<file path="src/rtl/instcache_ctrl_pkg.sv">
// Shared types and constants for the L1 instruction cache control FSM.
package instcache_ctrl_pkg;

  typedef enum logic [2:0] {
    ST_IDLE  = 3'd0,
    ST_CHECK = 3'd1,
    ST_FETCH = 3'd2,
    ST_WAIT1 = 3'd3,
    ST_WAIT2 = 3'd4
  } state_e;

  localparam logic [2:0] WCS_NONE  = 3'b000;
  localparam logic [2:0] WCS_FETCH = 3'b011;
  localparam logic [2:0] WCS_FILL  = 3'b111;

endpackage

</file>
<file path="src/rtl/sat_counter.sv">
// Up-counter that sticks at all-ones instead of wrapping.
module sat_counter #(
  parameter int W = 32
) (
  input  logic         clk,
  input  logic         rst,
  input  logic         inc,
  output logic [W-1:0] count
);

  localparam logic [W-1:0] ONE = {{(W-1){1'b0}}, 1'b1};

  logic [W-1:0] count_reg;

  always_ff @(posedge clk) begin
    if (rst) begin
      count_reg <= '0;
    end else if (inc && (count_reg != {W{1'b1}})) begin
      count_reg <= count_reg + ONE;
    end
  end

  assign count = count_reg;

endmodule

</file>
<file path="src/rtl/instcache_control.sv">
// Control FSM for the two-way, eight-set instruction cache: lookup, line fetch,
// fill, and hit/miss performance counters.
module instcache_control
  import instcache_ctrl_pkg::*;
#(
  parameter int CNT_W = 32
) (
  input  logic             clk,
  input  logic             rst,
  input  logic             mem_read,
  output logic             mem_resp,
  output logic             pmem_read,
  input  logic             pmem_resp,
  input  logic             HIT,
  input  logic             way_hit,
  input  logic             lru_data,
  input  logic [1:0]       valid_out,
  output logic             LD_LRU_in,
  output logic             lru_in_value,
  output logic [1:0]       LD_VALID,
  output logic             valid_in,
  output logic [1:0]       LD_TAG,
  output logic [2:0]       W_CACHE_STATUS,
  output logic [CNT_W-1:0] hit_count,
  output logic [CNT_W-1:0] miss_count
);

  state_e state_reg, state_next;
  logic   refill_reg, refill_next;
  logic   fill_en;
  logic   hit_inc;
  logic   miss_inc;

  // Victim choice is purely LRU, so the per-way valid bits are not consulted.
  logic unused_valid_out;
  assign unused_valid_out = ^valid_out;

  always_ff @(posedge clk) begin
    if (rst) begin
      state_reg  <= ST_IDLE;
      refill_reg <= 1'b0;
    end else begin
      state_reg  <= state_next;
      refill_reg <= refill_next;
    end
  end

  always_comb begin
    state_next     = state_reg;
    refill_next    = refill_reg;
    mem_resp       = 1'b0;
    pmem_read      = 1'b0;
    LD_LRU_in      = 1'b0;
    lru_in_value   = 1'b0;
    valid_in       = 1'b0;
    fill_en        = 1'b0;
    W_CACHE_STATUS = WCS_NONE;
    hit_inc        = 1'b0;
    miss_inc       = 1'b0;

    case (state_reg)
      ST_IDLE: begin
        if (mem_read) begin
          state_next  = ST_CHECK;
          refill_next = 1'b0;
        end
      end
      ST_CHECK: begin
        if (!mem_read) begin
          state_next = ST_IDLE;
        end else if (HIT) begin
          mem_resp     = 1'b1;
          LD_LRU_in    = 1'b1;
          lru_in_value = ~way_hit;
          // The confirming look after a fill is not a genuine hit.
          hit_inc      = ~refill_reg;
          state_next   = ST_IDLE;
        end else begin
          miss_inc    = 1'b1;
          refill_next = 1'b1;
          state_next  = ST_FETCH;
        end
      end
      ST_FETCH: begin
        W_CACHE_STATUS = WCS_FETCH;
        pmem_read      = 1'b1;
        if (pmem_resp) begin
          W_CACHE_STATUS = WCS_FILL;
          fill_en        = 1'b1;
          valid_in       = 1'b1;
          state_next     = ST_WAIT1;
        end
      end
      ST_WAIT1: state_next = ST_WAIT2;
      ST_WAIT2: state_next = ST_CHECK;
      default:  state_next = ST_IDLE;
    endcase
  end

  for (genvar gi = 0; gi < 2; gi++) begin : g_way_load
    assign LD_TAG[gi]   = fill_en & (lru_data == 1'(gi));
    assign LD_VALID[gi] = fill_en & (lru_data == 1'(gi));
  end

  sat_counter #(.W(CNT_W)) u_hit_cnt (
    .clk   (clk),
    .rst   (rst),
    .inc   (hit_inc),
    .count (hit_count)
  );

  sat_counter #(.W(CNT_W)) u_miss_cnt (
    .clk   (clk),
    .rst   (rst),
    .inc   (miss_inc),
    .count (miss_count)
  );

endmodule

</file>
<file path="config.mk">
export PLATFORM = sky130hd
export DESIGN_NAME = instcache_control
export DESIGN_NICKNAME = d
export VERILOG_FILES = /design/src/rtl/instcache_ctrl_pkg.sv /design/src/rtl/sat_counter.sv /design/src/rtl/instcache_control.sv
export SDC_FILE = /design/constraint.sdc
export NUM_CORES = 1
export LEC_CHECK = 0
export CORE_ASPECT_RATIO = 1.25
export CORE_MARGIN = 2
export CORE_UTILIZATION = 45
export DETAILED_ROUTE_END_ITERATION = 8
export PLACE_DENSITY = 0.75
export SLEW_MARGIN = 30
export SYNTH_ARGS = -nofsm -noshare
export SYNTH_HDL_FRONTEND = slang
export SYNTH_SLANG_ARGS = --single-unit
</file>
<file path="constraint.sdc">
create_clock -name clk -period 2.25 [get_ports clk]
set_input_delay 0.675 -clock clk [delete_from_list [all_inputs] [get_ports clk]]
set_output_delay 0.675 -clock clk [all_outputs]
set_load 0.01 [all_outputs]
</file>
# --- After elaboration in Yosys (flattened, before gate mapping) ---
# Index checks and enable logic that the tools add are counted.
totals:
  regBits: 68
  latch_bits: 0
  ramBits: 0
  rom_bits: 0
  input_bits: 9
  memories: 0
op_classes:
  n_addsub: 2
  n_mul: 0
  div: 0
  order_cmp: 0
  n_eq_ne: 10
  shift: 0
  muxes: 26
  bitwise_logic: 5
  n_reduce_logical: 6
ops:
  columns: ["op", "n"]
  rows:
  - ["$add 32x1->32 const B", 2]
  - ["$ne 32x32->1 const B", 2]
  - ["$mux 1", 18]
  - ["$pmux 3 s5", 1]
  - ["$mux 3", 4]
  - ["$ne 2x2->1 const B", 4]
  - ["$eq 3x2->1 const B", 2]
  - ["$mux 2", 2]
  - ["$reduce_and 4->1", 1]
  - ["$eq 3x1->1 const B", 1]
  - ["$eq 3x3->1 const B", 1]
  - ["$logic_not 3->1", 1]
  - ["$not 1->1", 3]
  - ["$and 1x1->1", 2]
  - ["$logic_and 1x1->1", 2]
  - ["$pmux 1 s2", 1]
  - ["$reduce_and 2->1", 1]
  - ["$reduce_bool 2->1", 1]

# --- Depth between registers and ports, before layout ---
# Gate-level depths: netlist of the first run.
depth:
  depth_word: 5
  ltp_mapped: 8
  depth_no_buf: 6

# --- Modules after synthesis ---
# A second synthesis of the first run with hierarchy kept.
unflattened:
  hier_cells: 429
  area_unflattened_um2: 3616.0
by_module_without_submodules:
  columns: ["module", "n_inst", "cells_each", "area_per_inst_um2", "seq_area_each_um2"]
  rows:
  - ["sat_counter", 2, 199, 1674.1, 640.6]
  - ["instcache_control", 1, 31, 267.8, 80.1]

# --- Worst setup path after synthesis of the first run ---
# Ideal clock, no wire load.
synth_timing:
  path_kind: "reg-to-output"
  startpoint: "reg state_reg[1]"
  endpoint: "out LD_VALID[0]"
  arrival_ns: 1.647
  required_ns: 1.575
  slack_ns: -0.072
  path_stages_with_launch: 5
  path_buffers: 1
  cell_sequence: "dfxtp_1 nor3b_1 and2_1 nor2b_1 buf_4"
synth_via:
  elab_chain_cells: 3
synth_lines:
  columns: ["item", "line", "source"]
  rows:
  - ["start, declared", "instcache_control.sv:28", "state_e state_reg, state_next;"]
  - ["start signal, assigned", "instcache_control.sv:43", "state_reg <= state_next;"]
  - ["$eq 3x2->1", null, null]
  - ["$mux 1", null, null]
  - ["net valid_in", "instcache_control.sv:21", "output logic valid_in,"]
  - ["$and 1x1->1", "instcache_control.sv:102", "assign LD_VALID[gi] = fill_en & (lru_data == 1'(gi));"]
  - ["end, declared", "instcache_control.sv:20", "output logic [1:0] LD_VALID,"]
# The timed path passes the listed nets, and every way through them passes these cells.

# --- Worst setup path in the final report of the first run ---
layout_timing:
  startpoint: "reg u_miss_cnt.count_reg[18], in the netlist u_miss_cnt.count[18]"
  endpoint: "reg u_miss_cnt.count_reg[28], in the netlist u_miss_cnt.count[28]"
layout_via:
  elab_chain_cells: 2
  elab_cells_between_ends: 3
  cone_classes: "add/sub (1); eq/ne (1); reduce/logical (1)"
layout_lines:
  columns: ["item", "line", "source"]
  rows:
  - ["start, declared", "sat_counter.sv:13", "logic [W-1:0] count_reg;"]
  - ["start signal, assigned", "sat_counter.sv:19", "count_reg <= count_reg + ONE;"]
  - ["parallel branches: the longest is 2 deep, another holds $add 32x1->32", null, null]
# Parallel ways; which one is timed is not known.
# A chain may end at the register's enable or synchronous reset.

==> results.toml, run 1 <==
[critical_path]
cpMaxStageDelayCell = "nor4_1"
path_class = "reg -> reg"
critPathMaxFanout = 4
crit_chain = "nand4_1 > buf_4 > buf_4 > nor4_1 > nand4_1 > or3_1 > a21oi_1"
crit_arrival_ns = 2.52
start_kind = "flop"
worstPathRequired_ns = 2.52
slowest_delay_ns = 0.62
end_kind = "flop"

[placement]
globalplace.congestion = 0.911
dp_hpwl_um = 7570
dp_cells = 666
io_buffers = 82
dp_worst_setup_slack_ns = -0.822

[clocking]
root_buffer = "clkbuf_8"
h-tree-depth = 3
clk_pin_slew_worst_paths_ns = 0.07
cts_tree = "built"
numCtsBuffers = 9
cts_buffer_depth = 2
insertion_delay_ns = 0.34
ctsHoldBuffers = 0
cts_sinks = 68

[synth]
yosys_warnings = 0
synthTopCellsByArea = "dfxtp_1, a21oi_1, or4_1"
synth.most_common_cell = "dfxtp_1"
ys_types = 50
synth_area_um2 = 3520
synth_common_cells = "dfxtp_1, a21oi_1, nor2_1"
synth_top_area_share_pct = 38.6
synth_nets = 431
synthFlopType = "dfxtp_1"
syn_avg_cell_area_um2 = 8.39
synth_edf_count = 0
ys_seq_area_share_pct = 38.6
syn_inst = 420
async_flop_share_pct = 0
yosys.area.top_type = "dfxtp_1"
yosys_register_bits = 68

[route]
dr.first_iter.drc_count = 195
avgViaCountPerCell = 5.82
drc = 0
firstDrtPassIters = 4
num_vias = 4023
drtAntennaViolNets = 0
wl_per_cell_um = 16.0
wl_um = 11000

[timing]
maxSlewHeadroom_pct = 54.2
worst-slew-pin-transition_ns = 0.680
holdWs_ns = 0.509
period_needed_ns = 2.25
slew_violations = 0
setup_violations = 1
fin_crit_sh_pct = 100
clock_skew_ns = 0.00771
worst_slack_ns = -0.00241
timing.fmax_mhz = 444
finalSetupTns_ns = -0.00241
rsz0062_at_grt = "yes"
finalHoldViolations = 0

[finish]
fillers = 567
instances_no_fill = 691
drive_above_1_share_pct = 29.7
synthToLayoutAreaGrowth_pct = 55.6
fin_nets = 602

[flow_run]
drv_cap = 0

[floorplanning]
dieArea_um2 = 8560
die-height_um = 103
initial_core_util_pct = 45.8
ioPinCount = 85
std_cell_rows = 36
die_w_um = 83.2
core_area_um2 = 7700

[pwr]
powerDensity_nw_per_um2 = 419
p_leak_nw = 1.93
worst_ir_drop_vdd_v = 0.000293

[status]
failed_checks = "setup timing"
outcome = "finished with violations"

[global_route]
antenna_found_initial = 1
grt-ovfl-total = 0
grt_start_max_net_pins = 37
grt_pass1_wl_um = 17500
grt_pass1_vias = 3864
grtUsageTotal_pct = 24.5

[worst_hold_path]
hold_path.class = "reg -> reg"
-- power by group --
group          total (mW)  internal, mW  switching [mW]
Sequential           1.21          1.21         0.00435
Combinational       0.123        0.0567          0.0662
Clock               0.965         0.514           0.451
Total                2.30          1.78           0.522
-- cell type report --
type                    count  area [µm²]  area share [%]
diodes                      1        2.50          0.0456
repair buffers            181        1540            28.1
inverters                   8        30.0           0.548
clock buffers              14         183            3.33
clock inverters             1        5.00          0.0913
well taps                  95         119            2.17
flip-flops and latches     68        1370            24.9
multi-input cells         323        2240            40.8
-- critical path, delay by kind of cell, from the launching register on --
kind / cells / cell delay, ns
and+or+nand+nor: 4 / 1.37
DFF: 1 / 0.34
buffers and inverters: 2 / 0.34
AOI/OAI and AO/OA: 1 / 0.14
-- path summary, 6_finish.rpt --
path	depth (start not counted)	from	end	slack [ns]
min	2	u_hit_cnt.count[31]	u_hit_cnt.count[31]	0.51
max reg2reg	7	u_miss_cnt.count[18]	u_miss_cnt.count[28]	-0.002
min reg2reg	2	u_hit_cnt.count[31]	u_hit_cnt.count[31]	0.51
max	7	u_miss_cnt.count[18]	u_miss_cnt.count[28]	-0.002
-- logic make-up after synthesis --
group | count (synthesis) | synth area share, %
flops | 68 | 38.6
fa+ha+maj | 2 | 0.710
compound gates | 105 | 18.0
simple gates | 200 | 33.7
buf+inv | 30 | 4.54
mux | 8 | 2.70
xor+xnor | 7 | 1.74
-- placed cells by master (no fill, tap or decap), types with 3 or more instances in the layout --
master,netlist,final
o21ai_1,4,4
or3_1,26,25
nand2b_1,4,4
or4_1,22,19
buf_4,7,93
clkdlybuf4s50_1,0,66
and4_1,5,5
clkbuf_8,0,13
dfxtp_1,68,65
dlygate4sd2_1,0,4
a21oi_2,0,3
o21ai_0,22,22
buf_6,2,8
buf_2,4,9
nor4_2,3,5
nor3_1,5,3
nor2b_1,8,7
or4_4,2,5
and3_1,4,3
dfxtp_2,0,3
nand3_1,22,21
nor2_1,32,29
o31ai_1,21,21
inv_1,8,8
xor2_1,5,5
o31ai_4,1,3
nand2_1,26,24
a21oi_1,48,45
nand4_1,19,19
-- through the flow --
stage | area (µm²) | total power [mW] | utilization (%)
after floorplan | 3530 | 1.28 | -
after global placement | 5020 | 1.34 | 65.1
after detailed placement | 5020 | 1.34 | 65.1
after CTS | 5280 | 2.29 | 68.6
after global routing | 5480 | 2.38 | 71.2
final | 5480 | 2.30 | 71.2
-- metal layers --
layer	vias to the layer above	share of wire, %	GRT usage (%)
met3	15	4.3	5.04
met1	1958	40	28.5
met4	0	1.6	10.7
li1	1939	-	-
met2	111	54	43.9
met5	-	0	0
-- timing repair --
item,4_1_cts,5_1_grt
pin swaps,3,14
endpoints found under the setup margin,74,31
cloned,0,1
buffers inserted,5,3
resized for setup,59,37
(Power assumes the default switching activity.)
==> inputs of run 2 (changes only) <==
--- a/config.mk
+++ b/config.mk
@@ -5,11 +5,15 @@
 export SDC_FILE = /design/constraint.sdc
 export NUM_CORES = 1
 export LEC_CHECK = 0
+export ABC_CLOCK_PERIOD_IN_PS = 2250
+export CELL_PAD_IN_SITES_DETAIL_PLACEMENT = 0
+export CELL_PAD_IN_SITES_GLOBAL_PLACEMENT = 1
 export CORE_ASPECT_RATIO = 1.25
 export CORE_MARGIN = 2
-export CORE_UTILIZATION = 45
+export CORE_UTILIZATION = 33
 export DETAILED_ROUTE_END_ITERATION = 8
 export PLACE_DENSITY = 0.75
+export SKIP_CTS_REPAIR_TIMING = 1
 export SLEW_MARGIN = 30
 export SYNTH_ARGS = -nofsm -noshare
 export SYNTH_HDL_FRONTEND = slang
==> run 2 against run 1 <==
The flow still finishes with violations (setup timing); via count is 6.1% lower; sequential share of layout area up 0.20 points; count of clock-buffer cells in the layout decreased by 3; final area is 0.80% lower; total power is 24% higher; global-route usage down 6.2 points; worst setup slack worse by 0.0040 ns; maximum frequency shrank 0.18%; sequential power about the same; utilization is 19 points lower; register-to-register slack gained 0.09 ns; critical path type is now in -> out.
==> results.toml, run 2 (same netlist as run 1, synthesis figures left out) <==
[route]
drtAntennaViolNets = 0
drc = 0
avgViaCountPerCell = 5.26
num_vias = 3778
dr.first_iter.drc_count = 77
wl_um = 10500
wl_per_cell_um = 14.6
firstDrtPassIters = 4

[global_route]
grtUsageTotal_pct = 18.2
grt_pass1_wl_um = 16600
grt_pass1_vias = 3535
antenna_found_initial = 0
grt-ovfl-total = 0
grt_start_max_net_pins = 44

[finish]
fin_nets = 592
synthToLayoutAreaGrowth_pct = 54.3
final_area_um2 = 5440
antenna-diode-count = 0
utilization_pct = 51.8
mostFrequentLayoutCell = "buf_4"
instances_no_fill = 718
fillers = 1017
layout_common_cells = "buf_4, clkdlybuf4s50_1, dfxtp_1, a21oi_1, nor2_1"
ff_latch_area_um2 = 1370
multi_input_area_um2 = 2090
drive_above_1_share_pct = 25.4

[floorplanning]
die-height_um = 120
ioPinCount = 85
dieArea_um2 = 11500
initial_core_util_pct = 33.5
std_cell_rows = 42
die_w_um = 96.4
core_area_um2 = 10500

[clocking]
cts_sinks = 68
h-tree-depth = 3
cts_buffer_depth = 2
clk_pin_slew_worst_paths_ns = 0.06
root_buffer = "clkbuf_16"
insertion_delay_ns = 0.34
cts_tree = "built"
numCtsBuffers = 9

[status]
outcome = "finished with violations"
failed_checks = "setup timing"

[timing]
setup_violations = 2
rsz0062_at_grt = "yes"
holdWs_ns = 0.487
finalSetupTns_ns = -0.00775
timing.fmax_mhz = 443
period_needed_ns = 2.26
slew_violations = 0
finalHoldViolations = 0
worst-slew-pin-transition_ns = 0.795
fin_crit_sh_pct = 100
worst_slack_ns = -0.00645
clock_skew_ns = 0.00467
maxSlewHeadroom_pct = 47.0

[critical_path]
crit_arrival_ns = 1.58
end_kind = "primary output"
crit_start = "pmem_resp"
start_kind = "input port"
path_class = "in -> out"
r2r_cells = 6
slowest_delay_ns = 0.48
path_buf_inv = 3
cpMaxStageDelayCell = "clkdlybuf4s50_1"
crit_family = "buffers and inverters"
crit_chain = "clkdlybuf4s50_1 > buf_4 > and3_1 > buf_2"
worstReg2RegStart = "u_miss_cnt.count[15]"
critPathMaxFanout = 2
cp_num_cells = 4
worstPathRequired_ns = 1.57

[pwr]
worst_ir_drop_vdd_v = 0.000423
power_mw = 2.84
powerDensity_nw_per_um2 = 523
p_leak_nw = 1.95

[placement]
placed_area_um2 = 5000
dp_worst_setup_slack_ns = -0.875
dp_cells = 693
globalplace.congestion = 0.796
dp_hpwl_um = 7590
io_buffers = 82

[flow_run]
drv_cap = 0

[worst_hold_path]
hold_path.class = "reg -> reg"
hold_depth = 2
min_from = "u_miss_cnt.count[23]"
run 2: changes by cell type in the layout (fill, tap and decap cells not counted), sizes merged:
cell | previous run | this run
o31ai | 25 | 24
clkbuf | 14 | 16
dlymetal6s2s | 1 | 4
bufinv | 0 | 2
buf | 110 | 96
clkinv | 1 | 3
dlygate4sd2 | 4 | 0
diode | 1 | 0
clkdlybuf4s50 | 66 | 67
run 2: power breakdown:
part	switching [mW]	internal, mW	total (mW)
logic	0.0557	0.0455	0.101
clock network	0.537	0.995	1.53
registers	0.00387	1.21	1.21
run 2: final timing paths:
| kind | slack (ns) | end |
|---|---|---|
| max | -0.006 | LD_TAG[1] |
| min reg2reg | 0.49 | u_miss_cnt.count[23] |
| min | 0.49 | u_miss_cnt.count[23] |
| max reg2reg | 0.09 | u_miss_cnt.count[5] |
run 2: per-layer routing:
| layer | track usage, % | wire (µm) |
|---|---|---|
| met2 | 33.1 | 5510 |
| met1 | 20.6 | 4430 |
| met4 | 7.75 | 197 |
| met3 | 2.82 | 342 |
| met5 | 0 | 0 |
run 2: cell type report:
class	count	area share [%]
inverters	8	0.552
well taps	132	3.04
clock inverters	5	1.38
clock buffers	11	4.46
flip-flops and latches	68	25.1
multi-input cells	322	38.5
repair buffers	172	27.0
run 2: tightest hold or removal path, delay by kind of cell (launching register included):
kind	cells	cell delay, ns
AO/OA/AOI/OAI	2	0.11
flip-flops	1	0.33
==> inputs of run 3 (changes only) <==
--- a/config.mk
+++ b/config.mk
@@ -5,7 +5,7 @@
 export SDC_FILE = /design/constraint.sdc
 export NUM_CORES = 1
 export LEC_CHECK = 0
-export ABC_CLOCK_PERIOD_IN_PS = 2250
+export ABC_CLOCK_PERIOD_IN_PS = 2000
 export CELL_PAD_IN_SITES_DETAIL_PLACEMENT = 0
 export CELL_PAD_IN_SITES_GLOBAL_PLACEMENT = 1
 export CORE_ASPECT_RATIO = 1.25
==> constraint.sdc (replaced) <==
create_clock -name clk -period 2 [get_ports clk]
set_input_delay 0.6 -clock clk [delete_from_list [all_inputs] [get_ports clk]]
set_output_delay 0.6 -clock clk [all_outputs]
set_load 0.01 [all_outputs]
==> run 3 against run 2 <==
The flow still finishes with violations (setup timing); final area up 24%; sequential power up 12%; flip-flop and latch count unchanged; combinational power up 65%; non-clock buffer count up 76; register-to-register slack worse by 0.27 ns; largest power group unchanged; highest routed layer unchanged.
==> results.toml, run 3 (same netlist as run 1, synthesis figures left out) <==
[status]
outcome = "finished with violations"
failed_checks = "setup timing"

[floorplanning]
initial_core_util_pct = 33.5
dieArea_um2 = 11500
std_cell_rows = 42
die_w_um = 96.4
ioPinCount = 85
core_area_um2 = 10500
die-height_um = 120

[route]
drtAntennaViolNets = 0
avgViaCountPerCell = 5.36
wl_um = 12500
dr.first_iter.drc_count = 95
wl_per_cell_um = 15.7
firstDrtPassIters = 5
drc = 0
num_vias = 4267

[clocking]
root_buffer = "clkbuf_16"
clk_pin_slew_worst_paths_ns = 0.06
insertion_delay_ns = 0.33
cts_buffer_depth = 2
h-tree-depth = 3
cts_tree = "built"
numCtsBuffers = 9
cts_sinks = 68

[finish]
layout_common_cells = "buf_4, clkdlybuf4s50_1, buf_6, dfxtp_1, a21oi_1"
final_area_um2 = 6750
synthToLayoutAreaGrowth_pct = 91.6
utilization_pct = 64.3
fillers = 865
drive_above_1_share_pct = 47.7
antenna-diode-count = 0
mostFrequentLayoutCell = "buf_4"
fin_nets = 670

[placement]
globalplace.congestion = 0.830
dp_hpwl_um = 8130
io_buffers = 82
placed_area_um2 = 5530

[timing]
slew_violations = 0
worst_slack_ns = -0.182
maxSlewHeadroom_pct = 71.2
timing.fmax_mhz = 458
finalHoldViolations = 0
period_needed_ns = 2.18
worst-slew-pin-transition_ns = 0.432
rsz0062_at_grt = "yes"
setup_violations = 39
fin_crit_sh_pct = 109
clock_skew_ns = 0.00433

[global_route]
antenna_found_initial = 0
grt-ovfl-total = 0
grt_pass1_wl_um = 17900
grtUsageTotal_pct = 19.4
grt_start_max_net_pins = 29
grt_pass1_vias = 3950

[critical_path]
critPathMaxFanout = 5
path_class = "reg -> reg"
start_kind = "flop"
cpMaxStageDelayCell = "or4_4"
crit_arrival_ns = 2.41
crit_chain = "ha_4 > nand3_4 > or4_4 > buf_6 > o31ai_4 > buf_6 > xor2_1 > nor2_1"
crit_family = "simple AND/OR/NAND/NOR gates"
slowest_delay_ns = 0.58
worstPathRequired_ns = 2.22
path_buf_inv = 2
critPathMostFrequentCell = "buf_6"
end_kind = "flop"

[pwr]
powerDensity_nw_per_um2 = 450
p_leak_nw = 2.56
power_mw = 3.04
worst_ir_drop_vdd_v = 0.000366

[worst_hold_path]
hold_path.class = "reg -> reg"

[flow_run]
drv_cap = 0
-- run 3: worst paths after layout --
| check | endpoint | from | slack [ns] | cells past startpoint |
|---|---|---|---|---|
| setup / recovery | u_hit_cnt.count[7] | u_hit_cnt.count[1] | -0.18 | 8 |
| hold / removal | refill_reg | refill_reg | 0.49 | 2 |
| setup reg to reg | u_hit_cnt.count[7] | u_hit_cnt.count[1] | -0.18 | 8 |
| hold reg to reg | refill_reg | refill_reg | 0.49 | 2 |
-- run 3: stage by stage --
stage	setup TNS (ns)	setup WS, ns	hold slack [ns]	cells
final	-3.70	-0.182	0.494	796
after global routing	-7.06	-0.252	0.551	796
after CTS	-25.61	-0.936	0.499	761
after detailed placement	-45.63	-0.933	0.489	745
after global placement	-42.93	-0.918	0.477	745
after floorplan	-0.173	-0.0735	0.463	420
-- run 3: final cells by class --
| cell class | count | area, µm² | share of cell area (%) |
|---|---|---|---|
| multi-input combinational | 324 | 2590 | 38.4 |
| clock buffer | 15 | 278 | 4.11 |
| inverter | 8 | 30.0 | 0.445 |
| tap | 132 | 165 | 2.45 |
| sequential | 68 | 1420 | 21.0 |
| timing repair buffer | 248 | 2260 | 33.5 |
| clock inverter | 1 | 5.00 | 0.0741 |
-- run 3: worst register-to-register path: cells and delay by family, from the launching register on --
kind	cells	cell delay, ns
AOI/OAI and AO/OA	1	0.41
xor gates and xnor gates	1	0.14
adders and majority gates	1	0.15
buffers and inverters	2	0.32
DFF	1	0.35
and+or+nand+nor	3	0.70
-- run 3: layer usage --
| layer | vias up | global-route usage (%) | part of all wire [%] |
|---|---|---|---|
| met1 | 2045 | 23.6 | 41 |
| met2 | 116 | 33.9 | 53 |
| li1 | 2080 | - | - |
| met5 | - | 0 | 0 |
| met4 | 0 | 6.51 | 2.0 |
| met3 | 26 | 3.45 | 3.8 |
-- run 3: power by group --
group / leakage (nW) / internal [mW] / switching (mW) / total [mW]
registers: 0.565 / 1.35 / 0.00574 / 1.35
clock network: 0.140 / 0.941 / 0.580 / 1.52
logic: 1.86 / 0.0832 / 0.0840 / 0.167
